## config.mk

```make
export PLATFORM = sky130hd
export DESIGN_NAME = vga_timing_gen
export DESIGN_NICKNAME = d
export VERILOG_FILES = /design/src/rtl/vga_timing_gen.sv
export SDC_FILE = /design/constraint.sdc
export NUM_CORES = 1
export LEC_CHECK = 0
export ABC_AREA = 1
export BUFFER_PORTS_ARGS = -buffer_cell sky130_fd_sc_hd__clkbuf_2
export CORE_AREA = 3 3 80 82
export DETAILED_ROUTE_END_ITERATION = 8
export DIE_AREA = 0 0 83 85
export PLACE_DENSITY = 0.81
export SYNTH_ARGS = -nofsm -noshare
export SYNTH_HDL_FRONTEND = slang
export SYNTH_SLANG_ARGS = --single-unit
```

## constraint.sdc

```tcl
create_clock -name ref_clk -period 1.7 [get_ports ref_clk]
set_input_delay 0.085 -clock ref_clk [delete_from_list [all_inputs] [get_ports ref_clk]]
set_output_delay 0.085 -clock ref_clk [all_outputs]
set_load 0.02 [all_outputs]
```

## src/rtl/vga_timing_gen.sv

```systemverilog
`default_nettype none
// ============================================================================
//  Module      : vga_timing_gen
//  Description : Parametrised VGA timing generator. Divides ref_clk down to a
//                pixel tick, runs horizontal/vertical counters, produces
//                sync/blank levels delayed by PIPE pixel stages, line/frame
//                strobes, a frame counter and a frame-boundary run/stop FSM.
//  Revision    : 1.0 - initial release
// ============================================================================
module vga_timing_gen #(
    parameter int CLK_DIV  = 2,
    parameter int H_ACTIVE = 640,
    parameter int H_FP     = 16,
    parameter int H_SYNC   = 96,
    parameter int H_BP     = 48,
    parameter int V_ACTIVE = 480,
    parameter int V_FP     = 10,
    parameter int V_SYNC   = 2,
    parameter int V_BP     = 33,
    parameter int H_POL    = 0,
    parameter int V_POL    = 0,
    parameter int PIPE     = 2,
    parameter int CW       = 10
) (
    input  logic          ref_clk,
    input  logic          rst,
    input  logic          en,
    output logic          vga_clk,
    output logic          pix_en,
    output logic [CW-1:0] x,
    output logic [CW-1:0] y,
    output logic          active,
    output logic          line_start,
    output logic          frame_start,
    output logic          h_sync,
    output logic          v_sync,
    output logic          sync_b,
    output logic          blank_b,
    output logic [15:0]   frame_cnt,
    output logic          running
);

    localparam int c_h_max  = H_ACTIVE + H_FP + H_SYNC + H_BP;
    localparam int c_v_max  = V_ACTIVE + V_FP + V_SYNC + V_BP;
    localparam int c_hs_beg = H_ACTIVE + H_FP;
    localparam int c_hs_end = H_ACTIVE + H_FP + H_SYNC;
    localparam int c_vs_beg = V_ACTIVE + V_FP;
    localparam int c_vs_end = V_ACTIVE + V_FP + V_SYNC;
    localparam int c_dw     = (CLK_DIV > 1) ? $clog2(CLK_DIV) : 1;

    localparam logic c_h_on = (H_POL != 0);
    localparam logic c_v_on = (V_POL != 0);
    // {h_sync, v_sync, sync_b, blank_b} when nothing is being displayed
    localparam logic [3:0] c_inact = {~c_h_on, ~c_v_on, 1'b1, 1'b0};

    localparam logic [1:0] c_st_idle  = 2'd0;
    localparam logic [1:0] c_st_run   = 2'd1;
    localparam logic [1:0] c_st_drain = 2'd2;

    logic [c_dw-1:0] r_div_cnt;
    logic [c_dw-1:0] w_div_nxt;
    logic            w_tick;
    logic            r_vga_clk;
    logic [1:0]      r_state;
    logic [1:0]      w_state_nxt;
    logic            w_running;
    logic [CW-1:0]   r_x;
    logic [CW-1:0]   r_y;
    logic [15:0]     r_frame_cnt;
    logic            w_x_last;
    logic            w_y_last;
    logic            w_wrap;
    logic            w_active;
    logic            w_hs_act;
    logic            w_vs_act;
    logic [3:0]      w_raw;
    logic [3:0]      w_dly;

    assign w_tick    = (r_div_cnt == c_dw'(CLK_DIV - 1));
    assign w_div_nxt = w_tick ? '0 : r_div_cnt + c_dw'(1);

    // Pixel divider; vga_clk follows the divider phase it is about to enter
    always_ff @(posedge ref_clk) begin
        if (!rst) begin
            r_div_cnt <= '0;
            r_vga_clk <= 1'b0;
        end else begin
            r_div_cnt <= w_div_nxt;
            r_vga_clk <= (w_div_nxt < c_dw'(CLK_DIV / 2));
        end
    end

    // Run/stop state register
    always_ff @(posedge ref_clk) begin
        if (!rst) r_state <= c_st_idle;
        else      r_state <= w_state_nxt;
    end

    // Next state: stopping only takes effect at the end of a complete frame
    always_comb begin
        w_state_nxt = r_state;
        case (r_state)
            c_st_idle:  if (w_tick && en)  w_state_nxt = c_st_run;
            c_st_run:   if (w_tick && !en) w_state_nxt = c_st_drain;
            c_st_drain: begin
                if (w_tick) begin
                    if (en)          w_state_nxt = c_st_run;
                    else if (w_wrap) w_state_nxt = c_st_idle;
                end
            end
            default:    w_state_nxt = c_st_idle;
        endcase
    end

    // FSM outputs
    always_comb begin
        w_running = (r_state == c_st_run) || (r_state == c_st_drain);
    end

    assign w_x_last = (r_x == CW'(c_h_max - 1));
    assign w_y_last = (r_y == CW'(c_v_max - 1));
    assign w_wrap   = w_x_last && w_y_last;

    // Scan counters and completed-frame counter, advancing on pixel ticks
    always_ff @(posedge ref_clk) begin
        if (!rst) begin
            r_x         <= '0;
            r_y         <= '0;
            r_frame_cnt <= '0;
        end else if (w_tick && w_running) begin
            r_x <= w_x_last ? '0 : r_x + CW'(1);
            if (w_x_last) r_y <= w_y_last ? '0 : r_y + CW'(1);
            if (w_wrap)   r_frame_cnt <= r_frame_cnt + 16'd1;
        end
    end

    // Undelayed timing decode; everything reads inactive while idle
    always_comb begin
        w_active = w_running && (32'(r_x) < H_ACTIVE) && (32'(r_y) < V_ACTIVE);
        w_hs_act = w_running && (32'(r_x) >= c_hs_beg) && (32'(r_x) < c_hs_end);
        w_vs_act = w_running && (32'(r_y) >= c_vs_beg) && (32'(r_y) < c_vs_end);
        w_raw    = {w_hs_act ? c_h_on : ~c_h_on,
                    w_vs_act ? c_v_on : ~c_v_on,
                    ~(w_hs_act | w_vs_act),
                    w_active};
    end

    generate
        if (PIPE == 0) begin : g_pipe_bypass
            assign w_dly = w_raw;
        end else begin : g_pipe_regs
            logic [3:0] r_stage [PIPE];
            // Pixel-rate delay line aligning sync/blank with the pixel drawer
            always_ff @(posedge ref_clk) begin
                if (!rst) begin
                    for (int i = 0; i < PIPE; i++) r_stage[i] <= c_inact;
                end else if (w_tick) begin
                    r_stage[0] <= w_raw;
                    for (int i = 1; i < PIPE; i++) r_stage[i] <= r_stage[i-1];
                end
            end
            assign w_dly = r_stage[PIPE-1];
        end
    endgenerate

    assign vga_clk     = r_vga_clk;
    assign pix_en      = w_tick;
    assign x           = r_x;
    assign y           = r_y;
    assign active      = w_active;
    assign line_start  = w_tick && w_running && (r_x == '0);
    assign frame_start = w_tick && w_running && (r_x == '0) && (r_y == '0);
    assign h_sync      = w_dly[3];
    assign v_sync      = w_dly[2];
    assign sync_b      = w_dly[1];
    assign blank_b     = w_dly[0];
    assign frame_cnt   = r_frame_cnt;
    assign running     = w_running;

endmodule
`default_nettype wire

```

* Word level (Yosys, flattened, before mapping)
Memory sizes are Yosys's and may differ from the RTL's.
Index checks and enable logic that the tools add are counted.
** Word-level totals
- Memory bits (writable) :: 8
- Memories kept :: 1
- Output and inout port bits :: 46
- Logic and storage cells :: 67
- Register bits after elaboration :: 40
** Operators by class
- Equal/unequal tests :: 8
- Reduce and logical (&&, ||, !) cells :: 20
- $lt $le $gt $ge :: 7
- Multiplexer cells :: 17
- Add/sub/neg operators :: 4
- Bitwise gates (word level) :: 4
** Memory list
- g_pipe_regs.r_stage :: depth 2, bits a word 4, rd ports 2, clocked after memory_dff 0, write ports 2, line 152 : logic [3:0] r_stage [PIPE];
** Operators with widths (number)
- $add A10 B1 Y10 const B :: 2
- $eq A10 B10 Y1 const B :: 2
- $logic_not A10 Y1 :: 2
- $lt A10 B10 Y1 const B :: 2
- $lt A10 B9 Y1 const B :: 2
- $mux W10 :: 2
- $add A16 B1 Y16 const B :: 1
- $logic_and A1 B1 Y1 :: 12
- $ge A10 B10 Y1 const B :: 1
- $ge A10 B9 Y1 const B :: 1
- $mux W2 :: 5
- $mux W4 :: 2
- $mux W1 :: 7
- $ne A2 B2 Y1 const B :: 3
- $pmux W2 S3 :: 1
- $reduce_and A2 Y1 :: 2
- $reduce_and A4 Y1 :: 1
- $ne A3 B3 Y1 const B :: 1
- $or A1 B1 Y1 :: 3
- $eq A2 B1 Y1 const B :: 1
- $eq A2 B2 Y1 const B :: 1
- $logic_not A2 Y1 :: 1
- $add A1 B1 Y1 const B :: 1
- $logic_not A1 Y1 :: 1
- other kinds (3) :: 3

* Logic depth before layout (Yosys ltp)
- Word-level depth :: 7
- Gate-level depth with buffers :: 11
- Depth with buffers taken out :: 11

* Least setup slack after synthesis
Ideal clock, no wire load.
- Kind :: register to output
- From :: reg r_state[0]
- To :: out frame_start
- Arrival :: 1.744 ns
- Buffers on the path :: 0
- Path slack :: -0.129 ns
- Cell stages (with the launch flop) :: 7
- Data required time :: 1.615 ns
- Cells stage by stage :: dfxtp_1 inv_1 ha_1 nand2_4 nor3_1 nand3_1 nor3_1
** Between the ends
- Longest elaborated chain between the ends :: 5
** RTL lines
- start, declared :: line 64 : logic [1:0] r_state;
- start signal, assigned :: line 95 : if (!rst) r_state <= c_st_idle;
- start signal, assigned :: line 96 : else r_state <= w_state_nxt;
- $eq A2 B1 Y1 / $eq A2 B2 Y1 (equally long branches) :: line 117 : w_running = (r_state == c_st_run) || (r_state == c_st_drain);
- $logic_or A1 B1 Y1 (*) :: line 117
- net running :: line 40 : output logic running
- $logic_and A1 B1 Y1 (*) (3 in a row) :: line 172 : assign frame_start = w_tick && w_running && (r_x == '0) && (r_y == '0);
- end, declared :: line 34 : output logic frame_start,
The timed path passes the listed nets; every way through them passes the cells marked *.

* Final worst setup path
- From :: reg r_state[1]
- To :: out active
** Between the ends
- Longest elaborated chain between the ends :: 4
** RTL lines
- $eq A2 B1 Y1 / $eq A2 B2 Y1 (equally long branches) :: line 117
- $logic_or A1 B1 Y1 (*) :: line 117
- $logic_and A1 B1 Y1 (*) (2 in a row) :: line 139 : w_active = w_running && (32'(r_x) < H_ACTIVE) && (32'(r_y) < V_ACTIVE);
- end, declared :: line 32 : output logic active,
Every way passes the cells marked *; elsewhere a longest branch is shown, timed or not.

==> qor.csv <==
stage;metric;value;unit
run_status;status;finished, violations left;
run_status;violations;setup timing;
die;coreArea;5820;sq um
critical_path;cp_slowest_cell;dfxtp_2;
yosys;synth_cell_types;38;
critical_path;critPathRequiredTime;1.62;ns
critical_path;crit_arrival;1.63;ns
die;die_h;85;microns
global_routing;grt_pass1_vias;2475;
die;die_area;7060;sq um
drt;wl_per_cell;12.6;microns
critical_path;crit_fanout;4;
drt;drc;0;
yosys;postSynthCellCount;375;
clock_tree;cts_buffers;5;
timing;finalMaxSlewViolations;0;
critical_path;cp_cell_sequence;inv_2, ha_4, buf_4, inv_1, nor3_2, buf_2;
die;die_width;83;microns
clock_tree;clkTransAtPathRegs;0.09;ns
power_and_ir_drop;p_leak;1.40;nW
critical_path;reg2reg_depth;10;
global_routing;grt_max_degree;19;
placed_design;place.detailed.hpwl;4760;microns
placed_design;gp_congestion;0.851;
drt;drt-total-wl;6550;microns
yosys;netlist_area;2700;sq um
drt;route.met3.wl;316;microns
layout;final_common_cell;nand2_1;
drt;wl_met1;2860;microns
layout;nNetsFinal;457;
clock_tree;h-tree-depth;2;
timing;setup_viol;1;
die;rows;28;
clock_tree;clock-sinks;48;
power_and_ir_drop;power.density;969;nW/um^2
power_and_ir_drop;peakVddDrop;0.619;mV
timing;setup_ws;-0.0127;ns
global_routing;track_usage;18.1;%
layout;final_cell_mix;89 x nand2_1, 46 x clkbuf_2, 40 x inv_1, 35 x nor2_1, 34 x dfxtp_1;
timing;hold_viol;0;
drt;top_layer;met4;
yosys;yosys_register_bits;48;
layout;stdcell_count;520;
yosys;ys_warn_count;0;
placed_design;port_buffers;48;
layout;area_delta_synth_final;27.4;%
critical_path;r2r_setup_slack;0.04;ns
drt;vias_per_cell;5.10;
die;io_pins;49;
clock_tree;cts.root.buffer_cell;clkbuf_8;
critical_path;criticalPathCategory;flip-flop to output pin;
critical_path;crit_path_max_incr_delay;0.34;ns
drt;final_antenna_net_count;0;
yosys;ys_seq_area_share;38.6;%
timing;fmax;0.584;GHz
global_routing;antenna_found_initial;0;
drt;drt_iter0_drc;169;
yosys;synth_nets;388;
yosys;syn_avg_cell_area;7.20;sq um
placed_design;dp.cells;506;
clock_tree;clock_latency;0.30;ns
global_routing;gr-total-overflow;0;
timing;grt_setup_unrepaired;true;
timing;fin_worst_skew;0.00564;ns
timing;relSlewSlack;72.7;%
timing;timing_worst_slew_pin_value;0.406;ns
critical_path;cp-start-kind;flip-flop;
clock_tree;clockBufferDepth;2;
critical_path;end_kind;output pin;
timing;fin_setup_tns;-0.0127;ns
timing;fin_crit;1.71;ns
job;maxCapViolations;0;
die;initial_core_util;46.4;%
layout;drive_gt1_share;28.8;%
clock_tree;cts_tree;done;
worst_hold_path;hold_path.class;primary input to flip-flop;
drt;drtPass1Iterations;4;
global_routing;grt_pass1_wl;10700;microns
timing;fin_crit_sh;101;%
drt;vias;2652;
power_and_ir_drop;p_total;3.33;mW
drt;dr_wl_met2;3290;microns
layout;diodes;0;
worst_hold_path;hold_depth;3;
-- synthesized netlist by cell type, drive strengths merged --
library cell  number  area share, %
inv               51            7.1
nand3b             2           0.56
nand4              5            1.4
o2111ai            1           0.32
nor3b              1           0.28
dfxtp             40             30
or2                4           0.93
and3               1           0.23
o21a               2           0.56
nand3             23            4.6
nor3              22            4.9
clkbuf             1           0.14
xor2               6            1.9
a31oi              1           0.23
a21oi             25            4.6
edfxtp             8            8.9
clkinv             2           0.28
nor4               4           0.93
buf                3           0.79
o21ai             12            2.2
nand2             97             14
and2               1           0.23
xnor2              8            2.6
nor2              43            7.0
ha                10            4.6
o21bai             1           0.28
o211ai             1           0.28
-- logic make-up (layout without fill, tap and decap cells) --
logic type,after synthesis,after routing,share of synthesized area [%]
compound gates,43,43,8.53
fa+ha+maj,10,10,4.63
buf+inv,57,127,8.29
flops,48,48,38.6
simple gates,203,203,35.4
xor+xnor,14,14,4.54
-- metal layers --
metal / track usage (%) / vias up
li1: - / 1349
met1: 20.9 / 1230
met2: 32.7 / 64
met3: 4.56 / 9
met4: 5.79 / 0
met5: 0 / -
-- sequential cells by signal, indices dropped and copies added (netlist names) --
name	count
pix_en	1
r_state	2
x	10
frame_cnt	16
vga_clk	1
g_pipe_regs.r_stage	8
y	10
-- repair_timing --
action,CTS,global route
pin swaps,4,11
endpoints found under the setup margin,3,30
buffers inserted,4,2
hold buffers,0,0
resized for setup,9,30
-- through the flow --
step	setup WS, ns	utilization, %	hold WS, ns	instance area, sq um
floorplan	0.0375	-	0.282	2720
global placement	0.111	53.6	0.469	3120
detailed placement	0.0759	53.6	0.476	3120
CTS	-0.120	57.1	0.161	3320
global route	-0.0577	59.2	0.210	3440
finish	-0.0127	59.2	0.182	3440
-- worst max-delay path, delay by kind of cell (launching register included) --
family	cells	cell delay, ns
buf+inv	4	0.46
flops	1	0.34
fa+ha+maj	1	0.29
simple gates	1	0.23
-- area by class of cell --
cell class	count	area (sq um)
inverter	53	204
tap	75	93.8
multi-input combinational	270	1560
clock buffer	6	93.8
sequential	48	1050
clock inverter	2	60.1
fill	507	2370
timing repair buffer	66	378
-- worst paths after layout --
path	startpoint	to
worst max register to register	r_state[1]	x[9]
worst min register to register	y[8]	y[8]
worst min-delay path	rst	vga_clk
worst max-delay path	r_state[1]	active
-- power breakdown --
group / leakage, nW / internal, mW / switching (mW)
combinational: 0.928 / 0.417 / 0.593
sequential: 0.391 / 1.21 / 0.0432
clock: 0.0765 / 0.676 / 0.391
total: 1.40 / 2.31 / 1.03
No activity file was read; power rests on OpenSTA's default activity.
